===== config.mk =====
export PLATFORM = sky130hd
export DESIGN_NAME = ifetch_resp
export DESIGN_NICKNAME = d
export VERILOG_FILES = /design/src/rtl/ifetch_resp.sv
export SDC_FILE = /design/constraint.sdc
export NUM_CORES = 1
export LEC_CHECK = 0
export ABC_AREA = 1
export CAP_MARGIN = 20
export CORE_ASPECT_RATIO = 1.5
export CORE_MARGIN = 5
export CORE_UTILIZATION = 40
export CTS_BUF_LIST = sky130_fd_sc_hd__clkbuf_4
export DETAILED_ROUTE_END_ITERATION = 16
export GPL_TIMING_DRIVEN = 1
export PLACE_DENSITY = 0.79
export SLEW_MARGIN = 30
export SYNTH_ARGS = -nofsm -noshare
export SYNTH_HDL_FRONTEND = slang
export SYNTH_SLANG_ARGS = --single-unit

===== constraint.sdc =====
create_clock -name clk -period 4.2 [get_ports clk]
set_input_delay 0.84 -clock clk [delete_from_list [all_inputs] [get_ports clk]]
set_output_delay 0.84 -clock clk [all_outputs]
set_load 0.05 [all_outputs]

===== src/rtl/ifetch_resp.sv =====
// Instruction-fetch responder: turns one PC-stage request into a 1- or 2-beat burst read
// and hands the fetched group to decode over a valid/ready handshake.
module ifetch_resp #(
    parameter int unsigned        DATA_W   = 32,
    parameter logic [DATA_W-1:0]  NOP_INST = 32'h03400000
) (
    input  logic              clk,
    input  logic              rst,
    // PC stage
    input  logic              inst_rreq,
    input  logic [DATA_W-1:0] pc,
    input  logic              iuncache,
    input  logic              flush,
    output logic              stall,
    // Instruction memory bus
    output logic              ar_valid,
    input  logic              ar_ready,
    output logic [DATA_W-1:0] ar_addr,
    output logic [7:0]        ar_len,
    input  logic              r_valid,
    input  logic [DATA_W-1:0] r_data,
    input  logic              r_last,
    output logic              r_ready,
    // Decode
    output logic              inst_valid,
    input  logic              out_ready,
    output logic [DATA_W-1:0] inst_pc,
    output logic [DATA_W-1:0] inst0,
    output logic [DATA_W-1:0] inst1,
    output logic              inst1_valid,
    output logic              fetch_excp
);

    localparam logic [1:0] StIdle = 2'd0;
    localparam logic [1:0] StAr   = 2'd1;
    localparam logic [1:0] StR    = 2'd2;
    localparam logic [1:0] StResp = 2'd3;

    logic [1:0]        state_q, state_d;
    logic [DATA_W-1:0] pc_q, pc_d;
    logic              two_q, two_d;       // 1: two-word fetch
    logic [1:0]        beat_q, beat_d;     // saturates at 2; later beats are ignored
    logic              discard_q, discard_d;
    logic [DATA_W-1:0] inst0_q, inst0_d;
    logic [DATA_W-1:0] inst1_q, inst1_d;
    logic              inst1_valid_q, inst1_valid_d;
    logic              excp_q, excp_d;

    always_comb begin
        state_d       = state_q;
        pc_d          = pc_q;
        two_d         = two_q;
        beat_d        = beat_q;
        discard_d     = discard_q;
        inst0_d       = inst0_q;
        inst1_d       = inst1_q;
        inst1_valid_d = inst1_valid_q;
        excp_d        = excp_q;

        case (state_q)
            StIdle: begin
                discard_d = 1'b0;
                if (inst_rreq && !flush) begin
                    pc_d          = pc;
                    two_d         = ~iuncache;
                    beat_d        = 2'd0;
                    inst0_d       = NOP_INST;
                    inst1_d       = NOP_INST;
                    inst1_valid_d = 1'b0;
                    excp_d        = 1'b0;
                    if (pc[1:0] != 2'b00) begin
                        // Misaligned pc: report ADEF without touching the bus
                        excp_d  = 1'b1;
                        state_d = StResp;
                    end else begin
                        state_d = StAr;
                    end
                end
            end

            StAr: begin
                // ar_valid must not be retracted, so a flush is only remembered here
                if (flush) begin
                    discard_d = 1'b1;
                end
                if (ar_ready) begin
                    beat_d  = 2'd0;
                    state_d = StR;
                end
            end

            StR: begin
                if (flush) begin
                    discard_d = 1'b1;
                end
                if (r_valid) begin
                    if (beat_q == 2'd0) begin
                        inst0_d = r_data;
                    end else if (beat_q == 2'd1) begin
                        inst1_d = r_data;
                    end
                    if (beat_q != 2'd2) begin
                        beat_d = beat_q + 2'd1;
                    end
                    if (r_last) begin
                        if (discard_q || flush) begin
                            discard_d = 1'b0;
                            state_d   = StIdle;
                        end else begin
                            inst1_valid_d = two_q && (beat_q != 2'd0);
                            state_d       = StResp;
                        end
                    end
                end
            end

            StResp: begin
                if (flush || out_ready) begin
                    discard_d = 1'b0;
                    state_d   = StIdle;
                end
            end

            default: begin
                state_d = StIdle;
            end
        endcase
    end

    always_ff @(posedge clk or negedge rst) begin
        if (!rst) begin
            state_q       <= StIdle;
            pc_q          <= '0;
            two_q         <= 1'b0;
            beat_q        <= 2'd0;
            discard_q     <= 1'b0;
            inst0_q       <= '0;
            inst1_q       <= '0;
            inst1_valid_q <= 1'b0;
            excp_q        <= 1'b0;
        end else begin
            state_q       <= state_d;
            pc_q          <= pc_d;
            two_q         <= two_d;
            beat_q        <= beat_d;
            discard_q     <= discard_d;
            inst0_q       <= inst0_d;
            inst1_q       <= inst1_d;
            inst1_valid_q <= inst1_valid_d;
            excp_q        <= excp_d;
        end
    end

    always_comb begin
        stall       = (state_q != StIdle);
        ar_valid    = (state_q == StAr);
        ar_addr     = pc_q;
        ar_len      = {7'd0, two_q};
        r_ready     = (state_q == StR);
        inst_valid  = (state_q == StResp);
        inst_pc     = pc_q;
        inst0       = inst0_q;
        inst1       = inst1_q;
        inst1_valid = inst1_valid_q;
        fetch_excp  = excp_q;
    end

endmodule


# ---- Word level (Yosys, flattened, before mapping)
# Index checks and enable logic that the tools add are counted.
dict set report op_classes {
  bitwise 1
  order_cmp 0
  multipliers 0
  mux 33
  n_reduce_logical 18
  n_addsub 1
  div 0
  n_eq_ne 15
  shift 0
}
# op count
set op_table {}
lappend op_table {{32-bit two-way mux} 6}
lappend op_table {{32-bit case mux with 2 select lines} 2}
lappend op_table {{2-bit two-way mux} 11}
lappend op_table {{5-bit AND reduction} 4}
lappend op_table {{2-bit inequality test, second input constant} 6}
lappend op_table {{1-bit two-way mux} 10}
lappend op_table {{2-bit by 1-bit inequality test with 1-bit output, second input constant} 5}
lappend op_table {{2-bit case mux with 4 select lines} 1}
lappend op_table {{2-bit nonzero test} 4}
lappend op_table {{2-bit case mux with 3 select lines} 1}
lappend op_table {{2-bit by 1-bit equality test with 1-bit output, second input constant} 2}
lappend op_table {{2-bit equality test, second input constant} 2}
lappend op_table {{2-bit zero test} 2}
lappend op_table {{1-bit case mux with 4 select lines} 1}
lappend op_table {{4-bit AND reduction} 1}
lappend op_table {{3-bit nonzero test} 1}
lappend op_table {{2-bit by 1-bit adder with 2-bit output, second input constant} 1}
lappend op_table {{1-bit logical AND} 2}
lappend op_table {{1-bit logical OR} 2}
lappend op_table {{1-bit case mux with 2 select lines} 1}
lappend op_table {{2-bit AND reduction} 1}
lappend op_table {{1-bit zero test} 1}
lappend op_table {{1-bit NOT} 1}
dict set report word_totals {
  latch_bits 0
  ram_bits 0
  mem_count 0
  word_cells 77
  ff_bits 104
  rom_bits 0
}

# ---- Longest topological paths before layout
dict set report depth {
  word_depth 6
  depth_mapped 12
  ltp_nobuf 10
}

# ---- Worst setup path before layout
# Ideal clock, no wire load.
dict set report synth_timing {
  kind {flip-flop to output port}
  start {register state_q[0]}
  end {output r_ready}
  t_required_ns 3.360
  setup_slack_ns 2.232
  arrival_ns 1.128
  path_stages_with_launch 3
  path_buffers 0
  cell_sequence {dfrtp_1 -> inv_1 -> ha_1}
}
dict set report synth_via {
  elab_chain_cells 1
}
# item line_no
set synth_lines {}
lappend synth_lines {{start: declaration} 39} ;# logic [1:0] state_q, state_d;
lappend synth_lines {{start signal: assignment} 132} ;# state_q <= StIdle;
lappend synth_lines {{start signal: assignment} 142} ;# state_q <= state_d;
lappend synth_lines {{2-bit equality test} 159} ;# r_ready = (state_q == StR);
lappend synth_lines {{end: declaration} 23} ;# output logic r_ready,
# No other way between the ends.

# ---- Worst setup path in the final report
# Ends and elaborated chain as after synthesis.

==> out/qor.yml <==
global_route:
  antenna_found_initial: 1
  grt_pass1_wl_mm: 22.4
  grt_pass1_vias: 4294
  grt_start_max_net_pins: 56
  grt_use_total_pct: 19.2
  grt-ovfl-total: 0
placed_design:
  portBuffers: 207
  gp_congestion: 0.856
  hpwl_mm: 10.4
synthesis:
  synth_most_common_cell: "nand2_1"
  ys_seq_area_share_pct: 51.7
  ys_top_cells_by_count: "nand2_1, dfrtp_1, nand3_1"
  synth-seq-cells: 104
  synthDistinctLibCells: 23
  synth_top_area_cell: "dfrtp_1"
  synth_edf_count: 0
  syn_area_um2: 5030
  synth-async-reset-ratio_pct: 100
  avgSynthCellArea_um2: 8.17
  synth_area_leaders: "dfrtp_1, nand2_1, buf_4"
  yosys_warnings: 0
  ys.flop_type: "dfrtp_1"
  synth_top_area_share_pct: 51.7
  syn_inst: 616
setup_path:
  cp.arrival_ns: 2.40
  worstSetupPathType: "flop to primary output"
  reg2reg_from: "state_q[0]$_DFFE_PN0P_"
  reg2reg_depth: 8
  r2r-end: "inst1[30]$_DFFE_PN0P_"
  start_kind: "flop"
  end_kind: "primary output"
  required_ns: 3.36
  r2r_slack_ns: 1.46
  path_max_fanout: 7
clock_tree:
  hold_buffers: 0
  path_clk_slew_ns: 0.17
  post_cts_buffers: 0
  cts_tree: "built"
  cts_sinks: 104
  cts_buffer_depth: 2
  cts_resized: 0
  cts-buffers-inserted: 9
  root_buffer: "clkbuf_4"
  clock_latency_ns: 0.46
  cts-htree-levels: 3
routing:
  wire_per_inst_um: 15.1
  dr.pass1.iters: 4
  wl_mm: 14.2
  drtIter0Drc: 144
  drc: 0
  vias_per_cell: 4.67
  via_count: 4381
  ant_nets: 0
finish:
  n_fill_cell: 1149
  multi_input_area_um2: 1790
  drive_above_1_share_pct: 5.89
  nNetsFinal: 859
  syn_to_final_growth_pct: 40.7
  ff_latch_area_um2: 2600
timing:
  worstMarginPinSlew_ns: 0.877
  period_needed_ns: 3.24
  clock.fmax_ghz: 0.309
  period_share_pct: 77.0
  setup_viol: 0
  rsz0062_at_grt: "false"
  finalSetupTns_ns: 0
  finalMaxSlewViolations: 0
  slew_headroom_pct: 41.2
  hold_viol: 0
  skew_ns: 0.0193
outcome:
  status: "finished clean"
hold_path:
  hp-class: "input port to async pin"
floorplanning:
  row_count: 50
  die_width_um: 102
  ioPinCount: 215
  die_area_um2: 15000
  die_y_um: 147
  initial_core_util_pct: 40.6
  coreArea_um2: 12400
job:
  drv_cap: 0
critical path, stage by stage (launching register included):
cell             delay [ns]
dfrtp_1                0.46
inv_1                  0.14
ha_1                   0.40
clkdlybuf4s50_1        0.92
logic make-up after synthesis:
group | after synthesis | share of synthesized area (%)
and+or+nand+nor | 373 | 31.2
adders and majority gates | 10 | 2.49
other | 1 | 0.0746
buffers and inverters | 120 | 13.3
DFF | 104 | 51.7
AOI/OAI and AO/OA | 8 | 1.14
worst max path at each step:
stage | endpoint | slack, ns | cells after the start | start
5_1_grt | r_ready | 0.85 | 3 | state_q[0]$_DFFE_PN0P_
2_1_floorplan | r_ready | 2.23 | 2 | state_q[0]$_DFFE_PN0P_
4_1_cts | r_ready | 0.94 | 3 | state_q[0]$_DFFE_PN0P_
3_3_place_gp | ar_addr[12]$_DFFE_PN0P_ | 1.43 | 7 | flush
3_5_place_dp | inst1[20]$_DFFE_PN0P_ | 1.43 | 9 | flush
6_report | r_ready | 0.96 | 3 | state_q[0]$_DFFE_PN0P_
metal layers:
| layer | share of wire [%] | vias up | global-route usage [%] | wire, um |
|---|---|---|---|---|
| met5 | 0 | - | 0 | 0 |
| met4 | 2.7 | 0 | 8.52 | 386 |
| met3 | 5.1 | 26 | 3.47 | 725 |
| met2 | 54 | 142 | 33.5 | 7660 |
| met1 | 38 | 2072 | 22.5 | 5390 |
| li1 | - | 2141 | - | - |
final cells by class:
type,count,share of cell area [%]
Timing Repair Buffer,213,30.1
Clock buffer,9,0.955
Clock inverter,7,1.45
Antenna cell,1,0.0354
Multi-Input combinational cell,398,25.2
Tap cell,156,2.76
Sequential cell,104,36.8
Inverter,50,2.72
flip-flops by register name, indices dropped and copies added (netlist names):
register     cells
beat_q           2
fetch_excp       1
inst1_valid      1
inst0           32
two_q            1
discard_q        1
ar_addr         32
inst1           32
state_q          2
per-stage QoR:
stage | worst slack, ns | hold slack (ns) | cells | instance area [um^2] | util, %
after detailed placement | 1.43 | 0.457 | 921 | 6900 | 55.7
after floorplan | 2.23 | 0.450 | 622 | 5050 | -
after global routing | 0.849 | 0.385 | 938 | 7080 | 57.1
after CTS | 0.941 | 0.377 | 937 | 7070 | 57.1
after global placement | 1.43 | 0.453 | 921 | 6900 | 55.7
final | 0.964 | 0.369 | 938 | 7080 | 57.1
cell usage in the layout (no fill, tap or decap):
cell type / count
nand2_1: 286
clkdlybuf4s50_1: 206
dfrtp_1: 104
nand3_1: 60
inv_1: 46
nand3_2: 10
ha_1: 10
clkbuf_4: 9
nor2_1: 7
conb_1: 7
buf_4: 6
o21ai_0: 5
or2_2: 3
inv_4: 2
nor2_2: 2
a21oi_4: 2
nand2_2: 2
nand3b_1: 2
bufinv_16: 2
clkinv_4: 2
diode_2: 1
inv_2: 1
nand2_4: 1
clkinv_1: 1
o211ai_1: 1
inv_8: 1
inv_6: 1
clkinv_2: 1
buf_12: 1
Power is not shown: default switching activity piles up to over one toggle a cycle in this logic, so the estimate is an artifact.
